### config.mk
export PLATFORM = sky130hd
export DESIGN_NAME = wb_rr_arbiter_flat
export DESIGN_NICKNAME = d
export VERILOG_FILES = /design/src/rtl/wb_pkg.sv /design/src/rtl/wb_rr_arbiter_if.sv /design/src/rtl/wb_rr_pick.sv /design/src/rtl/wb_rr_arbiter.sv /design/src/flat_wrapper.sv
export SDC_FILE = /design/constraint.sdc
export NUM_CORES = 1
export LEC_CHECK = 0
export ABC_AREA = 1
export ABC_CLOCK_PERIOD_IN_PS = 2350
export CORE_AREA = 2 2 166 168
export CTS_CLUSTER_DIAMETER = 80
export DETAILED_ROUTE_END_ITERATION = 10
export DIE_AREA = 0 0 168 170
export GPL_ROUTABILITY_DRIVEN = 0
export GPL_TIMING_DRIVEN = 0
export SYNTH_ARGS = -nofsm -noshare
export SYNTH_HDL_FRONTEND = slang
export SYNTH_SLANG_ARGS = --single-unit
### constraint.sdc
create_clock -name clk_i -period 2.35 [get_ports clk_i]
set_input_delay 0.47 -clock clk_i [delete_from_list [all_inputs] [get_ports clk_i]]
set_output_delay 0.47 -clock clk_i [all_outputs]
set_load 0.005 [all_outputs]
### src/rtl/wb_pkg.sv
// Shared Wishbone definitions.
//   - Default bus geometry (address, data, byte-select widths), shared with
//     wishbone_master so both ends of the bus agree.
//   - State encoding of the round-robin bus arbiter.
package wb_pkg;

    localparam int WB_ADR_W = 32;
    localparam int WB_DAT_W = 32;
    localparam int WB_SEL_W = 4;

    typedef enum logic [1:0] {
        WB_ARB_IDLE = 2'd0,
        WB_ARB_BUSY = 2'd1,
        WB_ARB_ERR  = 2'd2
    } wb_arb_state_e;

endpackage

### src/rtl/wb_rr_arbiter_if.sv
// Bundle of every bus signal around the round-robin arbiter.
//   Master side : m_cyc_i, m_stb_i, m_we_i, m_sel_i, m_adr_i, m_dat_i (packed,
//                 master k at [k*W +: W]); m_ack_o, m_err_o, m_dat_o, gnt_o.
//   Slave side  : cyc_o, stb_o, we_o, sel_o, adr_o, dat_o; ack_i, dat_i.
// Modport 'slave' is the arbiter's own view (it is the slave of the masters).
// Modport 'master' is the view of whatever surrounds it: the requesting
// masters together with the downstream slave.
interface wb_rr_arbiter_if
    import wb_pkg::*;
#(
    parameter int NUM_MASTERS = 4,
    parameter int ADR_W       = WB_ADR_W,
    parameter int DAT_W       = WB_DAT_W,
    parameter int SEL_W       = WB_SEL_W
) ();

    logic [NUM_MASTERS-1:0]       m_cyc_i;
    logic [NUM_MASTERS-1:0]       m_stb_i;
    logic [NUM_MASTERS-1:0]       m_we_i;
    logic [NUM_MASTERS*SEL_W-1:0] m_sel_i;
    logic [NUM_MASTERS*ADR_W-1:0] m_adr_i;
    logic [NUM_MASTERS*DAT_W-1:0] m_dat_i;
    logic [NUM_MASTERS-1:0]       m_ack_o;
    logic [NUM_MASTERS-1:0]       m_err_o;
    logic [DAT_W-1:0]             m_dat_o;
    logic [NUM_MASTERS-1:0]       gnt_o;

    logic                         cyc_o;
    logic                         stb_o;
    logic                         we_o;
    logic [SEL_W-1:0]             sel_o;
    logic [ADR_W-1:0]             adr_o;
    logic [DAT_W-1:0]             dat_o;
    logic                         ack_i;
    logic [DAT_W-1:0]             dat_i;

    modport slave (
        input  m_cyc_i, m_stb_i, m_we_i, m_sel_i, m_adr_i, m_dat_i, ack_i, dat_i,
        output m_ack_o, m_err_o, m_dat_o, gnt_o,
               cyc_o, stb_o, we_o, sel_o, adr_o, dat_o
    );

    modport master (
        output m_cyc_i, m_stb_i, m_we_i, m_sel_i, m_adr_i, m_dat_i, ack_i, dat_i,
        input  m_ack_o, m_err_o, m_dat_o, gnt_o,
               cyc_o, stb_o, we_o, sel_o, adr_o, dat_o
    );

endinterface

### src/rtl/wb_rr_pick.sv
// Combinational round-robin priority picker.
//   req    : request vector, one bit per master.
//   rr_ptr : index that has highest priority this round (must be < NUM_MASTERS).
//   gnt    : one-hot winner (first requester scanning rr_ptr, rr_ptr+1, ...).
//   vld    : high when any request is present.
module wb_rr_pick #(
    parameter int NUM_MASTERS = 4
) (
    input  logic [NUM_MASTERS-1:0]         req,
    input  logic [$clog2(NUM_MASTERS)-1:0] rr_ptr,
    output logic [NUM_MASTERS-1:0]         gnt,
    output logic                           vld
);

    localparam int PTR_W  = $clog2(NUM_MASTERS);
    localparam int SLOT_W = PTR_W + 1;

    // One extra bit so rr_ptr + i never overflows before the modulo fold.
    logic [SLOT_W-1:0] slot;

    always_comb begin
        gnt  = '0;
        vld  = 1'b0;
        slot = '0;
        for (int i = 0; i < NUM_MASTERS; i++) begin
            slot = {1'b0, rr_ptr} + SLOT_W'(i);
            if (slot >= SLOT_W'(NUM_MASTERS)) begin
                slot = slot - SLOT_W'(NUM_MASTERS);
            end
            if (!vld && req[slot[PTR_W-1:0]]) begin
                gnt[slot[PTR_W-1:0]] = 1'b1;
                vld                  = 1'b1;
            end
        end
    end

endmodule

### src/rtl/wb_rr_arbiter.sv
// Round-robin Wishbone arbiter: shares one slave bus among NUM_MASTERS masters.
// Grants whole bus cycles (held while the owner keeps cyc high), muxes the
// owner's controls to the slave, routes ack back to the owner only, and aborts
// a strobe that waits TIMEOUT cycles without ack via a one-cycle m_err_o pulse.
//   clk_i : rising-edge clock.
//   rst_i : synchronous reset, active-low.
//   bus   : wb_rr_arbiter_if.slave, all master-side and slave-side signals.
module wb_rr_arbiter
    import wb_pkg::*;
#(
    parameter int NUM_MASTERS = 4,
    parameter int ADR_W       = WB_ADR_W,
    parameter int DAT_W       = WB_DAT_W,
    parameter int SEL_W       = WB_SEL_W,
    parameter int TIMEOUT     = 255
) (
    input  logic           clk_i,
    input  logic           rst_i,
    wb_rr_arbiter_if.slave bus
);

    localparam int PTR_W = $clog2(NUM_MASTERS);
    localparam int CNT_W = $clog2(TIMEOUT + 1);

    wb_arb_state_e          state_q;
    logic [NUM_MASTERS-1:0] gnt_q;
    logic [PTR_W-1:0]       owner_q;
    logic [PTR_W-1:0]       rr_ptr_q;
    logic [CNT_W-1:0]       wd_cnt_q;

    logic [NUM_MASTERS-1:0] pick_gnt;
    logic                   pick_vld;

    logic                   busy;
    logic                   own_cyc;
    logic                   own_stb;
    logic                   cyc_mux;
    logic                   stb_mux;
    logic                   we_mux;
    logic [SEL_W-1:0]       sel_mux;
    logic [ADR_W-1:0]       adr_mux;
    logic [DAT_W-1:0]       dat_mux;

    function automatic logic [PTR_W-1:0] onehot_to_idx(input logic [NUM_MASTERS-1:0] oh);
        logic [PTR_W-1:0] idx;
        idx = '0;
        for (int i = 0; i < NUM_MASTERS; i++) begin
            if (oh[i]) begin
                idx = idx | PTR_W'(i);
            end
        end
        return idx;
    endfunction

    function automatic logic [PTR_W-1:0] next_ptr(input logic [PTR_W-1:0] p);
        return (p == PTR_W'(NUM_MASTERS - 1)) ? '0 : p + 1'b1;
    endfunction

    wb_rr_pick #(
        .NUM_MASTERS (NUM_MASTERS)
    ) u_pick (
        .req    (bus.m_cyc_i),
        .rr_ptr (rr_ptr_q),
        .gnt    (pick_gnt),
        .vld    (pick_vld)
    );

    assign busy    = (state_q == WB_ARB_BUSY);
    assign own_cyc = bus.m_cyc_i[owner_q];
    assign own_stb = bus.m_stb_i[owner_q];

    // Owner mux; everything is zero outside BUSY so IDLE and ERR present a
    // quiet bus to the slave.
    always_comb begin
        cyc_mux = 1'b0;
        stb_mux = 1'b0;
        we_mux  = 1'b0;
        sel_mux = '0;
        adr_mux = '0;
        dat_mux = '0;
        if (busy) begin
            cyc_mux = own_cyc;
            stb_mux = own_cyc & own_stb;
            for (int k = 0; k < NUM_MASTERS; k++) begin
                if (owner_q == PTR_W'(k)) begin
                    we_mux  = bus.m_we_i[k];
                    sel_mux = bus.m_sel_i[k*SEL_W +: SEL_W];
                    adr_mux = bus.m_adr_i[k*ADR_W +: ADR_W];
                    dat_mux = bus.m_dat_i[k*DAT_W +: DAT_W];
                end
            end
        end
    end

    assign bus.cyc_o   = cyc_mux;
    assign bus.stb_o   = stb_mux;
    assign bus.we_o    = we_mux;
    assign bus.sel_o   = sel_mux;
    assign bus.adr_o   = adr_mux;
    assign bus.dat_o   = dat_mux;
    assign bus.gnt_o   = gnt_q;
    assign bus.m_dat_o = bus.dat_i;

    // Ack/err are gated by rst_i so a slave ack landing on the reset cycle is
    // never seen by the owner, even though the state is still BUSY then.
    assign bus.m_ack_o = (rst_i && busy && bus.ack_i && stb_mux) ? gnt_q : '0;
    assign bus.m_err_o = (rst_i && state_q == WB_ARB_ERR) ? gnt_q : '0;

    always_ff @(posedge clk_i) begin
        if (!rst_i) begin
            state_q  <= WB_ARB_IDLE;
            gnt_q    <= '0;
            owner_q  <= '0;
            rr_ptr_q <= '0;
            wd_cnt_q <= '0;
        end else begin
            unique case (state_q)
                WB_ARB_IDLE: begin
                    wd_cnt_q <= '0;
                    if (pick_vld) begin
                        gnt_q   <= pick_gnt;
                        owner_q <= onehot_to_idx(pick_gnt);
                        state_q <= WB_ARB_BUSY;
                    end
                end
                WB_ARB_BUSY: begin
                    if (!own_cyc) begin
                        state_q  <= WB_ARB_IDLE;
                        gnt_q    <= '0;
                        rr_ptr_q <= next_ptr(owner_q);
                        wd_cnt_q <= '0;
                    end else if (bus.ack_i) begin
                        // An ack on the expiry cycle lands here first: ack wins.
                        wd_cnt_q <= '0;
                    end else if (stb_mux) begin
                        if (wd_cnt_q == CNT_W'(TIMEOUT)) begin
                            state_q  <= WB_ARB_ERR;
                            wd_cnt_q <= '0;
                        end else begin
                            wd_cnt_q <= wd_cnt_q + 1'b1;
                        end
                    end
                end
                WB_ARB_ERR: begin
                    state_q  <= WB_ARB_IDLE;
                    gnt_q    <= '0;
                    rr_ptr_q <= next_ptr(owner_q);
                end
                default: begin
                    state_q <= WB_ARB_IDLE;
                    gnt_q   <= '0;
                end
            endcase
        end
    end

endmodule

### src/flat_wrapper.sv
// flat-port wrapper written by rule: the top's interface ports become plain ports
module wb_rr_arbiter_flat import wb_pkg::*;
#(
    parameter int NUM_MASTERS = 4,
    parameter int ADR_W       = WB_ADR_W,
    parameter int DAT_W       = WB_DAT_W,
    parameter int SEL_W       = WB_SEL_W,
    parameter int TIMEOUT     = 255
)
  (clk_i, rst_i, bus_m_cyc_i, bus_m_stb_i, bus_m_we_i, bus_m_sel_i, bus_m_adr_i, bus_m_dat_i, bus_ack_i, bus_dat_i, bus_m_ack_o, bus_m_err_o, bus_m_dat_o, bus_gnt_o, bus_cyc_o, bus_stb_o, bus_we_o, bus_sel_o, bus_adr_o, bus_dat_o);
  wb_rr_arbiter_if #(.NUM_MASTERS(NUM_MASTERS), .ADR_W(ADR_W), .DAT_W(DAT_W), .SEL_W(SEL_W)) bus_i ();
  input  logic clk_i;
  input  logic rst_i;
  input wire logic [$bits(bus_i.m_cyc_i)-1:0] bus_m_cyc_i;
  input wire logic [$bits(bus_i.m_stb_i)-1:0] bus_m_stb_i;
  input wire logic [$bits(bus_i.m_we_i)-1:0] bus_m_we_i;
  input wire logic [$bits(bus_i.m_sel_i)-1:0] bus_m_sel_i;
  input wire logic [$bits(bus_i.m_adr_i)-1:0] bus_m_adr_i;
  input wire logic [$bits(bus_i.m_dat_i)-1:0] bus_m_dat_i;
  input wire logic [$bits(bus_i.ack_i)-1:0] bus_ack_i;
  input wire logic [$bits(bus_i.dat_i)-1:0] bus_dat_i;
  output wire logic [$bits(bus_i.m_ack_o)-1:0] bus_m_ack_o;
  output wire logic [$bits(bus_i.m_err_o)-1:0] bus_m_err_o;
  output wire logic [$bits(bus_i.m_dat_o)-1:0] bus_m_dat_o;
  output wire logic [$bits(bus_i.gnt_o)-1:0] bus_gnt_o;
  output wire logic [$bits(bus_i.cyc_o)-1:0] bus_cyc_o;
  output wire logic [$bits(bus_i.stb_o)-1:0] bus_stb_o;
  output wire logic [$bits(bus_i.we_o)-1:0] bus_we_o;
  output wire logic [$bits(bus_i.sel_o)-1:0] bus_sel_o;
  output wire logic [$bits(bus_i.adr_o)-1:0] bus_adr_o;
  output wire logic [$bits(bus_i.dat_o)-1:0] bus_dat_o;
  assign bus_i.m_cyc_i = bus_m_cyc_i;
  assign bus_i.m_stb_i = bus_m_stb_i;
  assign bus_i.m_we_i = bus_m_we_i;
  assign bus_i.m_sel_i = bus_m_sel_i;
  assign bus_i.m_adr_i = bus_m_adr_i;
  assign bus_i.m_dat_i = bus_m_dat_i;
  assign bus_i.ack_i = bus_ack_i;
  assign bus_i.dat_i = bus_dat_i;
  assign bus_m_ack_o = bus_i.m_ack_o;
  assign bus_m_err_o = bus_i.m_err_o;
  assign bus_m_dat_o = bus_i.m_dat_o;
  assign bus_gnt_o = bus_i.gnt_o;
  assign bus_cyc_o = bus_i.cyc_o;
  assign bus_stb_o = bus_i.stb_o;
  assign bus_we_o = bus_i.we_o;
  assign bus_sel_o = bus_i.sel_o;
  assign bus_adr_o = bus_i.adr_o;
  assign bus_dat_o = bus_i.dat_o;
  wb_rr_arbiter #(.NUM_MASTERS(NUM_MASTERS), .ADR_W(ADR_W), .DAT_W(DAT_W), .SEL_W(SEL_W), .TIMEOUT(TIMEOUT)) u_core (.clk_i(clk_i), .rst_i(rst_i), .bus(bus_i));
endmodule
---- Word level (Yosys, flattened, before mapping) ----
Cells that the tools add are included.
storage, ports and cells
  register bits ........................... 18
  bits of input ports ..................... 319
  word-level logic and storage cells ...... 142
operators by class
  multiplexer cells ....................... 76
  reductions and logical operators ........ 23
  add/sub/neg operators ................... 9
  eq/ne operators ......................... 12
  $lt $le $gt $ge ......................... 13
  bitwise operators ....................... 4
operators with widths
  kind                                                                                  count
  32-bit 2-to-1 mux                                                                     10
  4-bit 2-to-1 mux                                                                      13
  8-bit 2-to-1 mux                                                                      4
  2-bit 2-to-1 mux                                                                      13
  1-bit 2-to-1 mux                                                                      22
  8-bit case mux with 2 select lines                                                    1
  2-bit by 3-bit < comparator with 1-bit output (second input constant)                 5
  1-bit binary-select mux with 2-bit select                                             6
  4-bit bitwise OR                                                                      3
  1-bit logical AND                                                                     11
  3-bit greater-or-equal comparator (second input constant)                             3
  3-bit != test (second input constant)                                                 3
  8-bit by 1-bit adder with 8-bit output (second input constant)                        1
  1-bit demux with 2-bit select                                                         4
  8-bit equality test (second input constant)                                           1
  2-bit by 1-bit greater-or-equal comparator with 1-bit output (second input constant)  4
  2-bit case mux with 2 select lines                                                    2
  4-bit case mux with 2 select lines                                                    1
  2-bit AND reduction                                                                   4
  2-bit by 1-bit subtractor with 2-bit output (second input constant)                   4
  2-bit by 2-bit adder with 3-bit output (second input constant)                        2
  2-bit equality test (second input constant)                                           3
  2-bit by 1-bit equality test with 1-bit output (second input constant)                2
  2-bit logical NOT                                                                     2
  other kinds (10)                                                                      13

---- Depth between registers and ports, before layout ----
Gate-level depths: netlist of the first run.
  depth after elaboration ................. 17
  depth in mapped cells ................... 12
  depth with buffers taken out ............ 12

---- By module ----
A second synthesis of the first run with hierarchy kept.
unflattened totals
  cell total of the unflattened synthesis .. 773
  area, all modules ....................... 4200.3 µm²
by module, submodules not included
  module         instances  cells an instance  area each (µm²)
  wb_rr_arbiter  1          697                3781.1
  wb_rr_pick     1          76                 419.2

---- Worst setup path after synthesis of the first run ----
No wires, ideal clock.
  path type ............................... register to output
  from .................................... reg u_core.owner_q[1]
  to ...................................... out bus_dat_o[21]
  data required time ...................... 1.880 ns
  path buffers ............................ 3
  stages on the path, launching flop included .. 11
  arrival time ............................ 1.606 ns
  setup slack ............................. 0.274 ns
  cells stage by stage .................... dfxtp_1 > inv_1 > ha_1 > buf_2 > inv_2 > buf_4 > buf_4 > nor2_1 > o31ai_1 > o21ai_0 > nor2_1
between the ends
  cells in the longest elaborated chain, start to end .. 6
  elaborated cells between the ends (all ways) .. 9
RTL lines
  what                            line                  RTL
  from (decl)                     wb_rr_arbiter.sv:27   logic [PTR_W-1:0] owner_q;
  from (signal assigned)          wb_rr_arbiter.sv:122  owner_q <= onehot_to_idx(pick_gnt);
  2-bit logical NOT               wb_rr_arbiter.sv:85   if (owner_q == PTR_W'(k)) begin
  32-bit 2-to-1 mux (3 in a row)  wb_rr_arbiter.sv:85
  32-bit 2-to-1 mux (*)           wb_rr_arbiter.sv:85
  32-bit 2-to-1 mux (*)           wb_rr_arbiter.sv:81   if (busy) begin
  to (decl)                       flat_wrapper.sv:31    output wire logic [$bits(bus_i.dat_o)-1:0] bus_dat_o;
Mark *: on every way between the ends. The rest lies on a longest branch, timed or not.

---- Worst setup path in the final report of the first run ----
  from .................................... reg u_core.owner_q[1]
  to ...................................... out bus_dat_o[17]
Same word-level chain as after synthesis.

==> run metrics, run 1 <==
outcome complete, but fails checks; failing checks negative setup slack; synth unique cells 30; FP Rows 60; largest net degree at the start of global routing 11; first-pass GRT wire length 41200 um; HP Start u_core.wd_cnt_q[6]$_SDFFE_PN0P_; Die Y 170 um; Worst R2R Start u_core.rr_ptr_q[0]$_SDFFE_PN0P_; GR Util All Layers 18.4%; Pins Over Slew Limit 0; Initial Utilization 15.1%; Leak 0.00418 uW; Overflow after GRT 0; proportion of layout cells with a drive suffix above 1 32.2%; Final Critical Period 2.52 ns; WL per Instance 19.0 um; synth top area cells a21oi_1 18%, nor2_1 16%, o31ai_1 13%; Commonest cells post-synth 171 x nor2_1, 146 x a21oi_1, 74 x o21ai_0; EDFF count, synth 0; core footprint 0.0267 mm2; Synth Warn # 0; count of input and output buffers 401; I/O pins 434; CP Class flop to primary output; period utilization 107%; detailed-route via count 7096; Final nets 1530; Critical Path RT 1.88 ns; initial antenna violation count 3; Slew HR 55.9%; number of synthesized register bits 18; cell count after synthesis 726; Clock Skew 0.00321 ns; CTS Buffer Depth 2; most frequent cell after synthesis nor2_1; reg2reg end u_core.owner_q[0]$_SDFFE_PN0P_; HPWL after detailed placement 21700 um; pre-CTS WS -1.09 ns; Synth Area per Inst 5.53 um2; clk sinks 18; final instance area 0.0104 mm2; Top FF cell, synth dfxtp_1; Mapped Area 0.00402 mm2; largest area contributor in the netlist a21oi_1; Worst Reg2Reg Path Length in Cells 12; DRC violations left 0; Placed Area 0.00846 mm2; DRT Pass-1 Iters 5; H-tree depth 1; Worst Path Arrival 2.05 ns; Reg power frac 5.3%; Fmax 0.396 GHz; vias per cell 4.60; maxcap violations 0; CP Max Fanout 5; root buf cell clkbuf_16; Hold Path End u_core.wd_cnt_q[6]$_SDFFE_PN0P_; clock share of power 3.7%; Iteration-0 DRC Markers 435; Setup-failing EPs final 62; Peak VDD IR 462 uV; Die W 168 um; Worst Tran Pin Value 0.662 ns; Worst-Skew Late Latency 0.25 ns; setup ws final -0.174 ns; top cell type's share of synthesized area 18.2%; vias in the first global route 7010; switch share 47.4%; register area share after synthesis 8.97%; Comb pwr share 91.0%; Num CTS Buffers 3; CTS tree done; Psw 4310 uW; syn_nets 1056; CP startpoint u_core.owner_q[1]$_SDFFE_PN0P_; unrepaired setup endpoints after global routing yes; Int Pwr 4780 uW; WHS Path Cells 2; crit path launch type flop; post-synthesis async set-or-reset flop share 0%; DIE AREA 0.0286 mm2; final hold violation count 0; drt total wl 29300 um; Critical Path Sink Type primary output; area grow syn2layout 158%; worst reg-to-reg setup slack 0.25 ns; Hold Crit Class flop to flop; antenna viol nets, final 0; clk slew on worst S/H paths 0.05 ns; PwrDens 877 mW/mm2
cells by family after synthesis:
group                    share of synthesized area (%)
XOR/XNOR                                         0.218
AND/OR/NAND/NOR                                   29.2
flip-flops                                        8.97
AO/OA/AOI/OAI                                     42.8
adder cells (fa/ha/maj)                           3.43
buffers and inverters                             15.4
sequential cells by signal, summed over array words and instances (netlist names):
signal,cells
u_core.wd_cnt_q,8
u_core.state_q,2
u_core.rr_ptr_q,2
u_core.owner_q,2
u_core.bus.gnt_o,4
through the flow:
| stage | std cells | util [%] | total power (uW) | setup TNS, ns | hold slack [ns] |
|---|---|---|---|---|---|
| final | 1542 | 38.9 | 9090 | -4.42 | 0.500 |
| after global routing | 1539 | 38.8 | 9780 | -11.15 | 0.547 |
| after CTS | 1522 | 36.4 | 8260 | -3.93 | 0.507 |
| after detailed placement | 1468 | 31.7 | 6340 | -56.91 | 0.503 |
| after global placement | 1468 | 31.7 | 6310 | -56.76 | 0.488 |
| after floorplan | 726 | - | 3630 | 0 | 0.466 |
how the worst max path moves through the flow:
stage / cells past startpoint / endpoint
after floorplan: 10 / bus_dat_o[21]
after global placement: 7 / bus_adr_o[1]
after detailed placement: 7 / bus_adr_o[1]
after CTS: 11 / bus_dat_o[29]
after global routing: 12 / bus_dat_o[22]
final: 11 / bus_dat_o[17]
critical path, stage by stage, from the launching register on:
cell and delay [ns]:
dfxtp_4 0.37, inv_6 0.08, ha_4 0.14, buf_12 0.14, buf_4 0.12, clkbuf_16 0.12, bufbuf_16 0.24, a21oi_1 0.04
o31ai_1 0.19, o21ai_1 0.10, nor2_1 0.11, buf_2 0.14
power by group through the flow:
stage	registers, uW	logic (uW)	clock network (uW)
2_1_floorplan	454	3170	0
3_3_place_gp	471	5840	0
3_5_place_dp	475	5860	0
4_1_cts	482	7430	345
5_1_grt	496	8930	356
6_report	485	8270	336
area by class of cell:
| type | instances | area, um2 |
|---|---|---|
| well taps | 341 | 427 |
| flip-flops and latches | 18 | 369 |
| multi-input cells | 582 | 3680 |
| plain buffers | 89 | 1010 |
| inverters | 34 | 158 |
| clock buffers | 3 | 75.1 |
| repair buffers | 472 | 4630 |
| diodes | 3 | 7.51 |
| fillers | 2754 | 16300 |
layer usage:
| metal | share of wire, % | track usage, % |
|---|---|---|
| met1 | 41 | 22.5 |
| met3 | 6.7 | 3.79 |
| met4 | 2.3 | 5.07 |
| met2 | 50 | 32.6 |
| met5 | 0 | 0 |
layout by cell type (no fill, tap or decap), types with 4 or more instances in the layout:
cell / instances
clkdlybuf4s50_1: 322
nor2_1: 130
a21oi_1: 100
o21ai_1: 73
buf_2: 73
buf_4: 55
nand2_1: 44
o31ai_1: 40
a21oi_2: 38
nor2_2: 33
inv_1: 27
buf_6: 25
nand3_1: 24
o31ai_2: 22
buf_12: 18
buf_8: 17
clkbuf_16: 17
dfxtp_1: 15
nor2_4: 11
nand2_2: 10
clkbuf_8: 9
o31ai_4: 8
a21oi_4: 8
o21ai_0: 8
ha_1: 8
clkbuf_2: 7
dlygate4sd2_1: 6
clkbuf_4: 5
clkbuf_1: 5
nand2_4: 4
repair_timing:
action	in CTS	in global routing
buffers inserted	45	18
setup endpoints to repair	79	75
gates resized for setup	581	155
gates cloned	6	5
hold buffers	0	0
pin swaps	53	62
No activity file was read; power rests on OpenSTA's default activity.
==> inputs of run 2 (changes only) <==
--- a/config.mk
+++ b/config.mk
@@ -9,6 +9,7 @@
 export ABC_CLOCK_PERIOD_IN_PS = 2350
 export CORE_AREA = 2 2 166 168
 export CTS_CLUSTER_DIAMETER = 80
+export CTS_CLUSTER_SIZE = 10
 export DETAILED_ROUTE_END_ITERATION = 10
 export DIE_AREA = 0 0 168 170
 export GPL_ROUTABILITY_DRIVEN = 0
==> results of run 2 <==
Same layout as run 1: the final DEF is identical, and so are final timing and power.
==> inputs of run 3 (changes only) <==
--- a/config.mk
+++ b/config.mk
@@ -6,7 +6,7 @@
 export NUM_CORES = 1
 export LEC_CHECK = 0
 export ABC_AREA = 1
-export ABC_CLOCK_PERIOD_IN_PS = 2350
+export ABC_CLOCK_PERIOD_IN_PS = 2580
 export CORE_AREA = 2 2 166 168
 export CTS_CLUSTER_DIAMETER = 80
 export CTS_CLUSTER_SIZE = 10
@@ -14,6 +14,7 @@
 export DIE_AREA = 0 0 168 170
 export GPL_ROUTABILITY_DRIVEN = 0
 export GPL_TIMING_DRIVEN = 0
+export HOLD_SLACK_MARGIN = 0.06
 export SYNTH_ARGS = -nofsm -noshare
 export SYNTH_HDL_FRONTEND = slang
 export SYNTH_SLANG_ARGS = --single-unit
==> constraint.sdc (replaced) <==
create_clock -name clk_i -period 2.58 [get_ports clk_i]
set_input_delay 0.516 -clock clk_i [delete_from_list [all_inputs] [get_ports clk_i]]
set_output_delay 0.516 -clock clk_i [all_outputs]
set_load 0.005 [all_outputs]
==> run 3 against run 2 <==
Compared with the run above:
- the flow still finishes with violations (negative setup slack)
- global-route usage fell by 0.61 points
- sequential share of layout area rose by 0.26 points
- clock-buffer cell count did not move
- utilization fell by 2.8 points
- power fell by 19%
- non-clock buffer count fell by 37
- wire length fell by 5.2%
- sequential power fell by 8.7%
- largest power group unchanged
==> run metrics, run 3 (synthesized netlist as in run 1, its figures left out) <==
area grow syn2layout 140%; setup ws final -0.0937 ns; Clock Skew 0.00288 ns; WHS Path Cells 2; CTS tree done; vias in the first global route 6705; count of input and output buffers 401; Critical Path RT 2.06 ns; Placed Area 0.00846 mm2; CP Class flop to primary output; final instance area 0.00963 mm2; maxcap violations 0; unrepaired setup endpoints after global routing yes; total chip power 7350 uW; CTS Buffer Depth 2; Initial Utilization 15.1%; Final nets 1493; antenna viol nets, final 0; Setup-failing EPs final 6; Non-Filler Instances 1505; hold buffers post-CTS 0; DRC violations left 0; Die W 168 um; first-pass GRT wire length 39800 um; max FFs per register 8; Fmax 0.374 GHz; Leak 0.00400 uW; core footprint 0.0267 mm2; period utilization 104%; Worst Tran Pin Value 0.685 ns; final hold violation count 0; crit path launch type flop; FP Rows 60; DIE AREA 0.0286 mm2; pre-CTS WS -0.901 ns; WL per Instance 18.5 um; register with the most flip-flops u_core.wd_cnt_q; Worst Path Arrival 2.16 ns; clk sinks 18; failing checks negative setup slack; clk slew on worst S/H paths 0.05 ns; Die Y 170 um; initial antenna violation count 3; PwrDens 764 mW/mm2; vias per cell 4.58; Slew HR 54.4%; Peak VDD IR 404 uV; commonest cells after routing, fill and taps aside 326 x clkdlybuf4s50_1, 161 x nor2_1, 131 x a21oi_1; CP Max Fanout 10; root buf cell clkbuf_16; drt total wl 27800 um; Final Critical Period 2.67 ns; Worst Reg2Reg Path Length in Cells 11; GR Util All Layers 17.8%; detailed-route via count 6894; Iteration-0 DRC Markers 402; proportion of layout cells with a drive suffix above 1 22.9%; H-tree depth 1; I/O pins 434; Critical Path Sink Type primary output; commonest non-fill, non-tap cell in the layout clkdlybuf4s50_1; Num CTS Buffers 3; Overflow after GRT 0; outcome complete, but fails checks; fillcell total 2815; HPWL after detailed placement 21700 um; Worst-Skew Late Latency 0.25 ns; Hold Crit Class flop to flop; DP Cell Count 1468; DRT Pass-1 Iters 5; Pins Over Slew Limit 0; largest net degree at the start of global routing 11
==> run 3: cell type report <==
| cell class | instances | area, um2 | share of cell area [%] |
|---|---|---|---|
| timing repair buffer | 433 | 4160 | 43.2 |
| multi-input combinational | 582 | 3450 | 35.8 |
| buffer | 91 | 973 | 10.1 |
| tap | 341 | 427 | 4.43 |
| sequential | 18 | 368 | 3.82 |
| inverter | 34 | 170 | 1.77 |
| clock buffer | 3 | 75.1 | 0.780 |
| antenna | 3 | 7.51 | 0.0780 |
==> run 3: report_power, final <==
group | switching (uW) | internal [uW] | total (uW)
clock | 102 | 204 | 306
combinational | 3400 | 3200 | 6610
sequential | 91.3 | 351 | 443
total | 3600 | 3760 | 7350
==> run 3: stage by stage <==
stage / hold WS, ns / util [%] / TNS, ns
after floorplan: 0.466 / - / 0
after global placement: 0.488 / 31.7 / -42.89
after detailed placement: 0.503 / 31.7 / -43.00
after CTS: 0.507 / 34.6 / -3.56
after global routing: 0.547 / 36.1 / -1.29
final: 0.500 / 36.1 / -0.373
==> run 3: critical path: stages (launching register included) <==
cell	delay [ns]
dfxtp_4	0.37
buf_4	0.15
ha_4	0.18
buf_6	0.15
buf_6	0.15
o31ai_2	0.23
o21ai_1	0.09
nor2_1	0.09
clkdlybuf4s50_1	0.51
==> run 3: worst paths after layout <==
| check | startpoint | endpoint | slack, ns |
|---|---|---|---|
| worst min-delay path | u_core.wd_cnt_q[6]$_SDFFE_PN0P_ | u_core.wd_cnt_q[6]$_SDFFE_PN0P_ | 0.50 |
| worst min register to register | u_core.wd_cnt_q[6]$_SDFFE_PN0P_ | u_core.wd_cnt_q[6]$_SDFFE_PN0P_ | 0.50 |
| worst max register to register | u_core.rr_ptr_q[1]$_SDFFE_PN0P_ | u_core.owner_q[0]$_SDFFE_PN0P_ | 0.45 |
| worst max-delay path | u_core.owner_q[1]$_SDFFE_PN0P_ | bus_adr_o[7] | -0.09 |
==> run 3: per-layer routing <==
metal / routed length (um) / track usage, % / up-vias
met5: 0 / 0 / -
met4: 428 / 3.02 / 0
met3: 1940 / 3.16 / 24
met2: 13900 / 32.1 / 312
met1: 11500 / 22.3 / 3191
li1: - / - / 3367
==> run 3: repair_timing <==
item / in CTS / in global routing
pin swaps: 18 / 30
gates cloned: 2 / 1
buffers inserted: 13 / 16
setup endpoints to repair: 74 / 72
resized for setup: 296 / 204
